`config.mk`:
```
export PLATFORM = sky130hd
export DESIGN_NAME = ex_stream_tx
export DESIGN_NICKNAME = d
export VERILOG_FILES = /design/src/rtl/ex_stream_pkg.sv /design/src/rtl/ex_stream_fifo.sv /design/src/rtl/ex_stream_tx.sv
export SDC_FILE = /design/constraint.sdc
export NUM_CORES = 1
export LEC_CHECK = 0
export ABC_AREA = 0
export BUFFER_PORTS_ARGS = -buffer_cell sky130_fd_sc_hd__buf_4
export CELL_PAD_IN_SITES_DETAIL_PLACEMENT = 1
export CELL_PAD_IN_SITES_GLOBAL_PLACEMENT = 1
export CORE_UTILIZATION = 40
export DETAILED_ROUTE_END_ITERATION = 6
export PLACE_DENSITY_LB_ADDON = 0.1
export SYNTH_ARGS = -nofsm -noshare
export SYNTH_HDL_FRONTEND = slang
export SYNTH_HIERARCHICAL = 1
export SYNTH_SLANG_ARGS = --single-unit
export TNS_END_PERCENT = 5
```
`constraint.sdc`:
```
create_clock -name clk -period 7 [get_ports clk]
set_clock_uncertainty 0.2 [all_clocks]
set_input_delay 0.35 -clock clk [delete_from_list [all_inputs] [get_ports clk]]
set_output_delay 0.35 -clock clk [all_outputs]
set_load 0.01 [all_outputs]
```
`src/rtl/ex_stream_pkg.sv`:
```
// Shared types and defaults for the ex_stream transmit path.
// EX_STREAM_TX_UNDERRUN_EN enables the underrun counter in ex_stream_tx.
package ex_stream_pkg;

    localparam int DATA_WIDTH_DEF = 32;
    localparam int FIFO_DEPTH_DEF = 8;
    localparam int UNDERRUN_W     = 16;

    typedef enum logic {
        ST_IDLE = 1'b0,
        ST_RUN  = 1'b1
    } tx_state_e;

    function automatic int ptr_w(input int depth);
        return $clog2(depth);
    endfunction

endpackage

```
`src/rtl/ex_stream_fifo.sv`:
```
// Single-clock FIFO with registered head (no fall-through).
// Pointers carry one extra MSB so full and empty can be told apart.
module ex_stream_fifo
    import ex_stream_pkg::*;
#(
    parameter int DW    = DATA_WIDTH_DEF,
    parameter int DEPTH = FIFO_DEPTH_DEF
) (
    input  logic                  clk,
    input  logic                  rst,
    input  logic                  push,
    input  logic [DW-1:0]         wdata,
    input  logic                  pop,
    output logic [DW-1:0]         rdata,
    output logic                  full,
    output logic                  empty,
    output logic [ptr_w(DEPTH):0] level
);

    localparam int AW = ptr_w(DEPTH);

    logic [DW-1:0] mem [DEPTH];
    logic [AW:0]   wr_ptr;
    logic [AW:0]   rd_ptr;
    logic          do_push;
    logic          do_pop;

    assign full    = (wr_ptr[AW] != rd_ptr[AW]) && (wr_ptr[AW-1:0] == rd_ptr[AW-1:0]);
    assign empty   = (wr_ptr == rd_ptr);
    assign level   = wr_ptr - rd_ptr;
    assign rdata   = mem[rd_ptr[AW-1:0]];
    // Full blocks the push even if a pop frees a slot in the same cycle.
    assign do_push = push && !full;
    assign do_pop  = pop && !empty;

    always_ff @(posedge clk) begin
        if (rst) begin
            wr_ptr <= '0;
            rd_ptr <= '0;
        end else begin
            if (do_push) wr_ptr <= wr_ptr + 1'b1;
            if (do_pop)  rd_ptr <= rd_ptr + 1'b1;
        end
    end

    always_ff @(posedge clk) begin
        if (do_push) mem[wr_ptr[AW-1:0]] <= wdata;
    end

endmodule

```
`src/rtl/ex_stream_tx.sv`:
```
// Buffers valid/ready input words and replays them as paced data_out + ce.
// Optional underrun_cnt output when EX_STREAM_TX_UNDERRUN_EN is defined.
module ex_stream_tx
    import ex_stream_pkg::*;
#(
    parameter int DATA_WIDTH = DATA_WIDTH_DEF,
    parameter int FIFO_DEPTH = FIFO_DEPTH_DEF,
    parameter int RATE_WIDTH = 16
) (
    input  logic                       clk,
    input  logic                       rst,
    input  logic [DATA_WIDTH-1:0]      s_data,
    input  logic                       s_valid,
    output logic                       s_ready,
    input  logic                       enable,
    input  logic [RATE_WIDTH-1:0]      rate,
    output logic [DATA_WIDTH-1:0]      data_out,
    output logic                       ce,
    output logic [ptr_w(FIFO_DEPTH):0] fifo_level
`ifdef EX_STREAM_TX_UNDERRUN_EN
    ,output logic [UNDERRUN_W-1:0]     underrun_cnt
`endif
);

    tx_state_e             state;
    logic [RATE_WIDTH-1:0] cnt;
    logic [DATA_WIDTH-1:0] head;
    logic                  full;
    logic                  empty;
    logic                  tick;
    logic                  pop;

    assign s_ready = !full;
    assign tick    = (state == ST_RUN) && (cnt == rate);
    assign pop     = tick && !empty;

    ex_stream_fifo #(
        .DW    (DATA_WIDTH),
        .DEPTH (FIFO_DEPTH)
    ) u_fifo (
        .clk   (clk),
        .rst   (rst),
        .push  (s_valid),
        .wdata (s_data),
        .pop   (pop),
        .rdata (head),
        .full  (full),
        .empty (empty),
        .level (fifo_level)
    );

    always_ff @(posedge clk) begin
        if (rst) begin
            state    <= ST_IDLE;
            cnt      <= '0;
            data_out <= '0;
            ce       <= 1'b0;
        end else begin
            ce <= 1'b0;
            case (state)
                ST_IDLE: begin
                    cnt <= '0;
                    if (enable) state <= ST_RUN;
                end
                ST_RUN: begin
                    // A counter above a newly lowered rate wraps through 0 naturally.
                    cnt <= tick ? '0 : cnt + 1'b1;
                    if (pop) begin
                        data_out <= head;
                        ce       <= 1'b1;
                    end
                    if (!enable) state <= ST_IDLE;
                end
                default: state <= ST_IDLE;
            endcase
        end
    end

`ifdef EX_STREAM_TX_UNDERRUN_EN
    always_ff @(posedge clk) begin
        if (rst)
            underrun_cnt <= '0;
        else if (tick && empty && (underrun_cnt != {UNDERRUN_W{1'b1}}))
            underrun_cnt <= underrun_cnt + 1'b1;
    end
`endif

endmodule
```
==> results.env <==
WORST_EP_REQUIRED_TIME_NS=7.16
NUMPORTBUFFERS=89
DP_HPWL_MM=16.65
CTS.ROOT.BUFFER_CELL='clkbuf_16'
CTS_TREE='yes'
GRT_PASS1_VIAS=7464
ANTENNA_LEFT=0
STATIC-LEAKAGE-POWER_nW=5.064
SEQ_POWER_SHARE_PCT=51.2
DIE_H_UM=181.6
POSTCTSHOLDBUFS=33
CTS_REPAIR_RESIZE_COUNT=0
TIMING.FINAL.CRIT_SHARE_PCT=48.20
YOSYS-TOP-CELLS-AREA='edfxtp_1 60%, dfxtp_1 9.5%, mux4_2 6.5%'
POST_ROUTE_CELLS_DRIVE_ABOVE_1_SHARE_PCT=31.67
FLOORPLAN.IO_PINS=90
SYNTH_LARGEST_TYPE_AREA_FRACTION_PCT=59.60
ROUTED-VIA-COUNT=6885
MOST_FREQUENT_STANDARD_CELL_IN_THE_LAYOUT_EXCLUDING_FILL_AND_TAP_CELLS='edfxtp_1'
DIE_AREA_SQ_UM=32970
POWER-PER-CELL-AREA_nW_PER_UM2=264.5
SWITCHING_SHARE_PCT=20.78
WORST-SETUP-PATH-TYPE='register to register'
POWER.COMBINATIONAL.FRACTION_PCT=4.6
CLOCK_TREE.BUFFER_DEPTH=3
GPL.FINAL_WEIGHTED_CONGESTION=0.7931
CLOCK_POWER_SHARE_PCT=44.2
SYNTH_EDF_COUNT=256
FIRST_PASS_GRT_WIRE_LENGTH_MM=45.68
FINISH.NET_COUNT=893
GRT_USE_TOTAL_PCT=18.56
COREAREA_SQ_UM=31640
WORST_PIN_SLEW_NS=1.244
WORST_RELATIVE_SLEW_SLACK_PCT=16.94
ROWS=65
FINAL_CELL_MIX='256 x edfxtp_1, 104 x buf_4, 58 x dfxtp_1'
REMAINING_DRC_ERRORS=0
WORSTSETUPSTARTPOINTTYPE='register'
SYNTH_CELL_TYPE_COUNT=44
DIE_WIDTH_UM=181.6
SYNTH_CELLS=705
RUN_STATUS='finished clean'
POSTSYNTHAREAPERCELL_SQ_UM=18.30
GRT_ANTENNA_BEFORE_REPAIR=0
RSZ0062_AT_GRT='false'
INSERTEDDIODECOUNT=0
CRITPATHMAXFANOUT=35
HOLD_VIOLATIONS=0
H-TREE-DEPTH=2
SYN2LAYOUT_AREA_GROWTH_PCT=19.57
OVERFLOW=0
POST-CTS-SETUP-BUFFER-COUNT=0
P_INT_mW=3.231
REPORT.POWER.TOTAL_mW=4.079
FINAL-MAX-SLEW-VIOLATION-COUNT=0
YOSYSWARNINGCOUNT=6
YS_DOMINANT_REG_CELL='edfxtp_1'
END_KIND='register'
FINAL-SETUP-VIOL-COUNT=0
POSTSYNTHNETCOUNT=764
WP_DATA_ARRIVAL_NS=3.54
PEAKVDDDROP_uV=145.3
REGISTER_BIT_TOTAL_FROM_SYNTHESIS=317
CLK_SINK_COUNT=317
DRT-INITIAL-DRC-COUNT=290
RATIO_OF_ROUTED_VIAS_TO_STANDARD_CELLS=5.447
CLK_LATENCY_NS=0.51
CLOCK.FMAX_MHz=296.4
TIMING.SETUP.TNS_NS=0
GRT_MAX_DEGREE=65
NET_SWITCHING_POWER_OF_THE_DESIGN_mW=0.8475
ASYNCSETRESETFLOPFRACSYNTH_PCT=0
WORST_SETUP_HOLD_PATH_CLK_SLEW_NS=0.06
ROUTE.DETAILED.WL_PER_INST_UM=23.51
MIN_PATH_TYPE='primary input to register'
TRITONCTS.NUM_BUFFERS=36
SEQ_AREA_FRAC_SYNTH_PCT=69.07
EFFECTIVE_UTILIZATION_AT_FLOORPLAN_PCT=40.77
ROUTE.FINAL.WIRE_LENGTH_MM=29.72
DETAIL_ROUTE.FIRST_PASS.ITERATIONS=4
MAX_CAP_VIOL_COUNT=0
SYNTH_AREA_SQ_UM=12900
SYNTH_TOP_AREA_CELL='edfxtp_1'
LAYOUT_MIN_CYCLE_TIME_NS=3.374
-- synthesized netlist by cell type, types with 8 or more instances --
master and number:
a21oi_1 35, buf_2 13, clkbuf_1 15, dfxtp_1 61
edfxtp_1 256, inv_1 11, mux2_2 17, mux2_4 15
mux4_1 27, mux4_2 37, nand2_1 9, nand3_1 8
nand4_1 38, nor2_1 35, o31ai_2 28, xnor2_1 17
xor2_1 18
-- per-stage QoR --
stage | cell area, sq um | cells | hold WS (ns) | setup slack, ns | utilization [%]
global placement | 13950 | 1165 | 0.2609 | 3.845 | 44.09
CTS | 15420 | 1264 | 0.04308 | 3.625 | 48.75
finish | 15420 | 1264 | 0.05635 | 3.626 | 48.75
floorplan | 12900 | 705 | 0.2224 | 2.102 | -
detailed placement | 13950 | 1165 | 0.2648 | 3.653 | 44.09
global route | 15420 | 1264 | 0.1046 | 3.355 | 48.75
-- layer usage --
layer  track usage, %  vias up  part of all wire, %
met3            2.868       48                  3.4
met2            32.49      133                   51
met4            5.492        0                  2.4
met5                0        -                    0
li1                 -     3113                    -
met1            23.83     3591                   43
-- cell type report --
class	count	area, sq um
timing repair buffer	137	1111
tap	402	503.0
sequential	317	8915
inverter	13	48.80
clock inverter	24	197.7
clock buffer	42	944.7
fill	2968	16210
multi-input combinational	329	3702
-- final timing paths --
path,depth (start not counted),end,slack [ns],startpoint
setup reg to reg,8,data_out[5],3.63,u_fifo/wr_ptr[0]
hold reg to reg,2,data_out[2],0.27,data_out[2]
hold / removal,4,u_fifo/wr_ptr[2],0.06,s_valid
setup / recovery,8,data_out[5],3.63,u_fifo/wr_ptr[0]
-- state kept, by name (all words and copies together) (netlist names), named ones only --
signal	cells
u_fifo/wr_ptr	4
u_fifo/mem	256
data_out	32
u_fifo/rd_ptr	4
cnt	16
ce	1
state	1
-- cells by family (layout without fill, tap and decap cells) --
kind of cell / count (synthesis) / after routing / share of synthesized area, %
buffers and inverters: 59 / 216 / 2.764
and+or+nand+nor: 111 / 111 / 4.646
DFF: 317 / 317 / 69.07
muxes: 98 / 98 / 15.35
adders and majority gates: 7 / 7 / 0.7372
AOI/OAI and AO/OA: 76 / 76 / 4.811
xor gates and xnor gates: 37 / 37 / 2.629
-- critical path: stages, from the launching register on --
cell and delay (ns):
dfxtp_1 0.47, inv_1 0.15, ha_1 0.33, nand3_1 0.24, nor2_4 0.14, buf_4 0.50, inv_1 0.72, nand4_1 0.35
a21oi_1 0.11
-- power groups by stage --
stage	registers, mW	logic, mW	clock network, mW
floorplan	2.13	0.0908	0
global placement	2.12	0.171	0
detailed placement	2.13	0.176	0
CTS	2.09	0.192	1.86
global route	2.09	0.205	1.91
finish	2.09	0.188	1.80
Power figures use the tool's default switching activity.
